[src/rtl/bmp_frame_arbiter_if.sv]
// Bus bundle between the two BMP slave ports, the master FIFO port and the
// arbiter status outputs.
interface bmp_frame_arbiter_if;
    logic        slv0_data_valid;
    logic [31:0] slv0_data;
    logic        slv0_mode;
    logic        slv0_ready;
    logic        slv1_data_valid;
    logic [31:0] slv1_data;
    logic        slv1_mode;
    logic        slv1_ready;
    logic        mstr0_ready;
    logic        mstr0_data_valid;
    logic [31:0] data_to_master;
    logic        mode;
    logic [1:0]  grant;
    logic        done;
    logic        hdr_err;
    logic [1:0]  fsm_state;

    // A word moves on a rising edge where valid and ready are both high; the
    // producer holds valid and data stable until then, and ready may depend
    // combinationally on the downstream ready.
    modport master (
        input  slv0_data_valid, slv0_data, slv0_mode,
        input  slv1_data_valid, slv1_data, slv1_mode,
        input  mstr0_ready,
        output slv0_ready, slv1_ready, mstr0_data_valid, data_to_master,
        output mode, grant, done, hdr_err, fsm_state
    );

    modport slave (
        output slv0_data_valid, slv0_data, slv0_mode,
        output slv1_data_valid, slv1_data, slv1_mode,
        output mstr0_ready,
        input  slv0_ready, slv1_ready, mstr0_data_valid, data_to_master,
        input  mode, grant, done, hdr_err, fsm_state
    );
endinterface

[src/rtl/bmp_frame_arbiter.sv]
// Grants one of two slaves for a whole BMP file, forwards its words through a
// one-entry output register, and hands the bus over round-robin at frame end.
module bmp_frame_arbiter #(
    parameter int          DATA_BUS_SIZE  = 32,
    parameter int unsigned MAX_FILE_BYTES = 1000000
) (
    input  logic                 clk,
    input  logic                 rst_n,
    bmp_frame_arbiter_if.master  bus
);
    typedef enum logic [1:0] {IDLE = 2'd0, HDR0 = 2'd1, HDR1 = 2'd2, BODY = 2'd3} state_t;

    state_t                   state;
    logic [1:0]               grant;
    logic                     rr;
    logic [15:0]              size_lo;
    logic [15:0]              sig;
    logic [1:0]               last_lanes;
    logic [30:0]              total_words;
    logic [30:0]              word_cnt;
    logic                     mode_q;
    logic                     out_valid;
    logic [DATA_BUS_SIZE-1:0] out_data;
    logic                     done_q;
    logic                     hdr_err_q;

    logic                     sel;
    logic                     in_valid;
    logic [DATA_BUS_SIZE-1:0] in_data;
    logic                     in_mode;
    logic                     can_load;
    logic                     rdy0;
    logic                     rdy1;
    logic                     xfer;
    logic [31:0]              hdr_size;
    logic [30:0]              hdr_words;
    logic                     hdr_bad;
    logic                     body_last;
    logic [DATA_BUS_SIZE-1:0] masked;
    logic [DATA_BUS_SIZE-1:0] word_out;

    assign sel       = grant[1];
    assign in_valid  = sel ? bus.slv1_data_valid : bus.slv0_data_valid;
    assign in_data   = sel ? bus.slv1_data : bus.slv0_data;
    assign in_mode   = sel ? bus.slv1_mode : bus.slv0_mode;
    assign can_load  = !out_valid || bus.mstr0_ready;
    assign rdy0      = grant[0] && (state != IDLE) && can_load;
    assign rdy1      = grant[1] && (state != IDLE) && can_load;
    assign xfer      = in_valid && (sel ? rdy1 : rdy0);

    // Header word 1 carries the upper half of the little-endian file size.
    assign hdr_size  = {in_data[15:0], size_lo};
    assign hdr_words = {1'b0, hdr_size[31:2]} + {30'd0, |hdr_size[1:0]};
    assign hdr_bad   = (sig != 16'h4D42) || (hdr_size < 32'd8) || (hdr_size > MAX_FILE_BYTES);
    assign body_last = (state == BODY) && (word_cnt == total_words - 31'd1);

    // Bytes beyond the end of the file in the final word are zeroed.
    always_comb begin
        masked = '0;
        for (int k = 0; k < DATA_BUS_SIZE / 8; k++) begin
            if (last_lanes == 2'd0 || 2'(k) < last_lanes)
                masked[8*k +: 8] = in_data[8*k +: 8];
        end
    end

    assign word_out = body_last ? masked : in_data;

    always_ff @(posedge clk or negedge rst_n) begin
        if (!rst_n) begin
            state       <= IDLE;
            grant       <= 2'b00;
            rr          <= 1'b0;
            size_lo     <= 16'd0;
            sig         <= 16'd0;
            last_lanes  <= 2'd0;
            total_words <= 31'd0;
            word_cnt    <= 31'd0;
            mode_q      <= 1'b0;
            out_valid   <= 1'b0;
            out_data    <= '0;
            done_q      <= 1'b0;
            hdr_err_q   <= 1'b0;
        end else begin
            done_q <= 1'b0;
            if (xfer) begin
                out_data  <= word_out;
                out_valid <= 1'b1;
            end else if (bus.mstr0_ready) begin
                out_valid <= 1'b0;
            end

            case (state)
                IDLE: begin
                    if (bus.slv0_data_valid || bus.slv1_data_valid) begin
                        if (bus.slv0_data_valid && (!bus.slv1_data_valid || !rr))
                            grant <= 2'b01;
                        else
                            grant <= 2'b10;
                        hdr_err_q <= 1'b0;
                        state     <= HDR0;
                    end
                end
                HDR0: begin
                    if (xfer) begin
                        size_lo <= in_data[31:16];
                        sig     <= in_data[15:0];
                        mode_q  <= in_mode;
                        state   <= HDR1;
                    end
                end
                HDR1: begin
                    if (xfer) begin
                        last_lanes  <= hdr_size[1:0];
                        total_words <= hdr_words;
                        word_cnt    <= 31'd2;
                        // A bad header ends the frame here, just like a two-word file.
                        if (hdr_bad || hdr_words == 31'd2) begin
                            hdr_err_q <= hdr_bad;
                            done_q    <= 1'b1;
                            grant     <= 2'b00;
                            rr        <= ~sel;
                            state     <= IDLE;
                        end else begin
                            state <= BODY;
                        end
                    end
                end
                BODY: begin
                    if (xfer) begin
                        word_cnt <= word_cnt + 31'd1;
                        if (body_last) begin
                            done_q <= 1'b1;
                            grant  <= 2'b00;
                            rr     <= ~sel;
                            state  <= IDLE;
                        end
                    end
                end
                default: state <= IDLE;
            endcase
        end
    end

    assign bus.slv0_ready       = rdy0;
    assign bus.slv1_ready       = rdy1;
    assign bus.mstr0_data_valid = out_valid;
    assign bus.data_to_master   = out_data;
    assign bus.mode             = mode_q;
    assign bus.grant            = grant;
    assign bus.done             = done_q;
    assign bus.hdr_err          = hdr_err_q;
    assign bus.fsm_state        = state;
endmodule

[src/flat_wrapper.sv]
// flat-port wrapper written by rule: the top's interface ports become plain ports
module bmp_frame_arbiter_flat 
#(
    parameter int          DATA_BUS_SIZE  = 32,
    parameter int unsigned MAX_FILE_BYTES = 1000000
)
  (clk, rst_n, bus_slv0_data_valid, bus_slv0_data, bus_slv0_mode, bus_slv1_data_valid, bus_slv1_data, bus_slv1_mode, bus_mstr0_ready, bus_slv0_ready, bus_slv1_ready, bus_mstr0_data_valid, bus_data_to_master, bus_mode, bus_grant, bus_done, bus_hdr_err, bus_fsm_state);
  bmp_frame_arbiter_if bus_i ();
  input  logic clk;
  input  logic rst_n;
  input wire logic [$bits(bus_i.slv0_data_valid)-1:0] bus_slv0_data_valid;
  input wire logic [$bits(bus_i.slv0_data)-1:0] bus_slv0_data;
  input wire logic [$bits(bus_i.slv0_mode)-1:0] bus_slv0_mode;
  input wire logic [$bits(bus_i.slv1_data_valid)-1:0] bus_slv1_data_valid;
  input wire logic [$bits(bus_i.slv1_data)-1:0] bus_slv1_data;
  input wire logic [$bits(bus_i.slv1_mode)-1:0] bus_slv1_mode;
  input wire logic [$bits(bus_i.mstr0_ready)-1:0] bus_mstr0_ready;
  output wire logic [$bits(bus_i.slv0_ready)-1:0] bus_slv0_ready;
  output wire logic [$bits(bus_i.slv1_ready)-1:0] bus_slv1_ready;
  output wire logic [$bits(bus_i.mstr0_data_valid)-1:0] bus_mstr0_data_valid;
  output wire logic [$bits(bus_i.data_to_master)-1:0] bus_data_to_master;
  output wire logic [$bits(bus_i.mode)-1:0] bus_mode;
  output wire logic [$bits(bus_i.grant)-1:0] bus_grant;
  output wire logic [$bits(bus_i.done)-1:0] bus_done;
  output wire logic [$bits(bus_i.hdr_err)-1:0] bus_hdr_err;
  output wire logic [$bits(bus_i.fsm_state)-1:0] bus_fsm_state;
  assign bus_i.slv0_data_valid = bus_slv0_data_valid;
  assign bus_i.slv0_data = bus_slv0_data;
  assign bus_i.slv0_mode = bus_slv0_mode;
  assign bus_i.slv1_data_valid = bus_slv1_data_valid;
  assign bus_i.slv1_data = bus_slv1_data;
  assign bus_i.slv1_mode = bus_slv1_mode;
  assign bus_i.mstr0_ready = bus_mstr0_ready;
  assign bus_slv0_ready = bus_i.slv0_ready;
  assign bus_slv1_ready = bus_i.slv1_ready;
  assign bus_mstr0_data_valid = bus_i.mstr0_data_valid;
  assign bus_data_to_master = bus_i.data_to_master;
  assign bus_mode = bus_i.mode;
  assign bus_grant = bus_i.grant;
  assign bus_done = bus_i.done;
  assign bus_hdr_err = bus_i.hdr_err;
  assign bus_fsm_state = bus_i.fsm_state;
  bmp_frame_arbiter #(.DATA_BUS_SIZE(DATA_BUS_SIZE), .MAX_FILE_BYTES(MAX_FILE_BYTES)) u_core (.clk(clk), .rst_n(rst_n), .bus(bus_i));
endmodule
[config.mk]
export PLATFORM = sky130hd
export DESIGN_NAME = bmp_frame_arbiter_flat
export DESIGN_NICKNAME = d
export VERILOG_FILES = /design/src/rtl/bmp_frame_arbiter_if.sv /design/src/rtl/bmp_frame_arbiter.sv /design/src/flat_wrapper.sv
export SDC_FILE = /design/constraint.sdc
export NUM_CORES = 1
export LEC_CHECK = 0
export ABC_AREA = 0
export CAP_MARGIN = 25
export CORE_MARGIN = 5
export CORE_UTILIZATION = 35
export DETAILED_ROUTE_END_ITERATION = 8
export DONT_BUFFER_PORTS = 1
export PLACE_DENSITY_LB_ADDON = 0.1
export SYNTH_ARGS = -nofsm -noshare
export SYNTH_HDL_FRONTEND = slang
export SYNTH_SLANG_ARGS = --single-unit
[constraint.sdc]
create_clock -name clk -period 3.6 [get_ports clk]
set_input_delay 0.36 -clock clk [delete_from_list [all_inputs] [get_ports clk]]
set_output_delay 0.36 -clock clk [all_outputs]
set_load 0.1 [all_outputs]
==> results.py <==
metrics = {
    "power_and_ir_drop": {
        "switchingPower_mw": 4.974,
        "seq_power_share_pct": 43.3,
        "comb_power_share_pct": 38.0,
        "intPower_mw": 4.586,
        "clkPwrFrac_pct": 18.6,
        "powerDensity_nw_per_um2": 972.1,
        "ir_drop_mv": 0.6758,
        "finalPower_mw": 9.560,
        "power.leakage_nw": 4.040,
        "switching_share_pct": 52.03,
    },
    "setup_path": {
        "worstPathRequired_ps": 3910,
        "worstPathCellList": "nand3b_1 -> a211oi_2 -> nand4_1 -> and3_1 -> o221ai_1 -> nor4_1 -> buf_4 -> nor4_1 -> nor3_4 -> mux2i_1",
        "cpPeakStageDelay_ps": 620,
        "startpoint_type": "flop",
        "worst_ep_arrival_time_ps": 3660,
        "crit_family": "simple AND/OR/NAND/NOR gates",
        "timing.critical_path.buf_inv": 1,
        "cp_slowest_cell": "dfrtp_4",
        "crit_type": "flop to flop",
        "critPathMaxFanout": 24,
        "cpMostUsedCell": "nor4_1",
        "cp-end-kind": "flop",
    },
    "clocking": {
        "root_buffer": "clkbuf_16",
        "cts_inserted_buffers": 17,
        "insertion_delay_ps": 440,
        "cts_sinks": 137,
        "clk_path_buf_depth": 2,
        "htree_levels": 4,
        "clkTransAtPathRegs_ps": 70,
        "cts_tree": "done",
    },
    "logic_synthesis": {
        "ys_ff_latch": 137,
        "yosysWarnings": 0,
        "syn_nets": 1034,
        "syn_inst": 957,
        "synth_area_sq_um": 8466,
        "seq_area_frac_synth_pct": 40.50,
        "synthArstFlopShare_pct": 100.0,
        "synth_flop_cell": "dfrtp_1",
        "synth-edff-count": 0,
        "syn_avg_cell_area_sq_um": 8.846,
        "synth.distinct_cells": 77,
    },
    "sta": {
        "finalHoldViolCount": 0,
        "finalCriticalPeriod_ps": 3351,
        "finalSetupTns_ps": 0,
        "worst_pin_slew_ps": 928.1,
        "slew_violations": 0,
        "finalCritPeriodShare_pct": 93.08,
        "whs_ps": 94.86,
        "rsz0062_at_grt": "no",
        "fmax_mhz": 298.4,
        "setup_viol": 0,
        "slew_headroom_pct": 38.12,
        "finalClockSkew_ps": 20.51,
    },
    "global_route": {
        "grt.total_usage_pct": 17.92,
        "first_global_vias": 6892,
        "grt_max_degree": 138,
        "grt_antenna_before_repair": 0,
        "grt_first_pass_wirelength_microns": 38720,
        "overflow": 0,
    },
    "floorplan": {
        "rows": 57,
        "start_util_pct": 35.22,
        "io_pins": 113,
        "core_sq_um": 24030,
        "die_y_microns": 165.5,
        "fp.dieW_microns": 165.5,
        "dieArea_sq_um": 27400,
    },
    "detailed_routing": {
        "wirelength_microns": 23850,
        "vias": 6944,
        "drc": 0,
        "routed_via_density": 5.257,
        "firstDrtPassIters": 5,
        "ant_nets": 0,
        "routedWlPerCell_microns": 18.05,
        "drtIter0Drc": 435,
    },
    "placement": {
        "portBuffers": 0,
        "dp_hpwl_microns": 17600,
        "place.gp.congestion": 0.8457,
    },
    "final_layout": {
        "nNetsFinal": 1061,
        "n_antenna_cell": 0,
        "multi_input_comb_area_sq_um": 4783,
        "syn_to_final_growth_pct": 16.17,
        "fillers": 2451,
        "seq_area_sq_um": 3432,
        "drive_above_1_share_pct": 14.74,
    },
    "flow_run": {
        "drv_cap": 0,
    },
    "status": {
        "status": "finished, final reports clean",
    },
    "hold_path": {
        "hp-class": "input pin to flop",
    },
}
## Yosys cell counts (18+ instances only)
cell type / number / area share (%)
a21oi_1: 49 / 2.9
clkbuf_1: 44 / 2.0
dfrtp_1: 137 / 40
mux2i_1: 36 / 4.3
nand2_1: 135 / 6.0
nand3_1: 35 / 2.1
nand4_1: 24 / 1.8
nor2_1: 88 / 3.9
nor3_1: 24 / 1.4
nor4_1: 18 / 1.3
o21ai_0: 53 / 3.1
xnor2_1: 49 / 5.1
xor2_1: 38 / 3.9
## cell type report
cell class / instances / share of cell area (%)
Inverter: 12 / 0.4580
Tap cell: 324 / 4.122
Multi-Input combinational cell: 751 / 48.64
Timing Repair Buffer: 65 / 5.776
Clock inverter: 15 / 1.781
Clock buffer: 17 / 4.326
Sequential cell: 137 / 34.90
## power by group through the flow
stage          logic (mW)  registers (mW)  clock network (mW)
2_1_floorplan        2.68            3.95                   0
3_3_place_gp         3.52            4.20                   0
3_5_place_dp         3.53            4.20                   0
4_1_cts              3.58            4.18                1.83
5_1_grt              4.07            4.26                1.90
6_report             3.64            4.14                1.78
## sequential cells by signal (all words and copies together) (netlist names), 2 cells and up
register,count
u_core.bus.data_to_master,32
u_core.total_words,31
u_core.last_lanes,2
u_core.bus.fsm_state,2
u_core.size_lo,16
u_core.bus.grant,2
u_core.sig,16
u_core.word_cnt,31
## cell families (layout without fill, tap and decap cells)
group / Yosys count / after routing / synth area share (%)
flops: 137 / 137 / 40.50
simple gates: 424 / 424 / 26.26
buf+inv: 69 / 109 / 3.281
compound gates: 192 / 192 / 15.02
xor+xnor: 87 / 87 / 9.001
mux: 42 / 42 / 5.055
fa+ha+maj: 6 / 6 / 0.8868
## worst register-to-register path: stages, from the launching register on
cell and delay [ps]:
dfrtp_4 620, nand3b_1 300, a211oi_2 450, nand4_1 260, and3_1 250, o221ai_1 260
nor4_1 100, buf_4 150, nor4_1 550, nor3_4 140, mux2i_1 150
## per-layer routing
| layer | up-vias | wire length, microns | global-route usage (%) |
|---|---|---|---|
| met3 | 26 | 1127 | 3.971 |
| li1 | 3472 | - | - |
| met2 | 150 | 10840 | 27.43 |
| met4 | 0 | 342 | 4.762 |
| met5 | - | 0 | 0 |
| met1 | 3296 | 11540 | 25.66 |
## cells in the final DEF (no fill, tap or decap), drive strengths merged, types with 4 or more instances in the layout
cell      n
dfrtp   137
nand2   135
nor2     88
o21ai    81
buf      64
xnor2    49
a21oi    49
xor2     38
mux2i    36
nand3    36
nor3     26
nand4    25
nor4     23
inv      21
clkbuf   17
nand3b   13
nand2b   10
nor2b     9
or3       9
nor4b     7
nand4b    7
and3      7
or4       7
a211oi    7
and2      6
mux2      6
ha        6
a211o     5
a22o      5
clkinv    5
and4      4
a31oi     4
or2       4
## per-stage QoR
stage / utilization (%) / instance area (sq um) / cells / worst slack [ps]
5_1_grt: 40.92 / 9834 / 1321 / 39.62
4_1_cts: 40.75 / 9793 / 1320 / 162.6
3_3_place_gp: 38.09 / 9155 / 1286 / 213.4
2_1_floorplan: - / 8466 / 957 / 180.0
3_5_place_dp: 38.09 / 9155 / 1286 / 176.3
6_report: 40.92 / 9834 / 1321 / 249.1
## repair_timing
action | CTS | global route
hold buffers | 2 | 0
hold endpoints to repair | 137 | 0
gates resized for setup | 0 | 3
setup endpoints to repair | 0 | 3
buffers inserted | 0 | 1
## path summary, 6_finish.rpt
kind / from / end / slack (ps) / cells after the start
worst min-delay path: bus_slv0_data_valid / u_core.bus.grant[0]$_DFFE_PN0P_ / 90 / 2
min in group asynchronous: rst_n / u_core.sig[13]$_DFFE_PN0P_ / 600 / 2
worst max-delay path: u_core.bus.grant[1]$_DFFE_PN0P_ / u_core.rr$_DFFE_PN0P_ / 250 / 10
worst max register to register: u_core.bus.grant[1]$_DFFE_PN0P_ / u_core.rr$_DFFE_PN0P_ / 250 / 10
worst min register to register: u_core.sig[9]$_DFFE_PN0P_ / u_core.sig[9]$_DFFE_PN0P_ / 520 / 2
max in group asynchronous: rst_n / u_core.bus.grant[1]$_DFFE_PN0P_ / 2350 / 2
No activity file was read; power rests on OpenSTA's default activity.
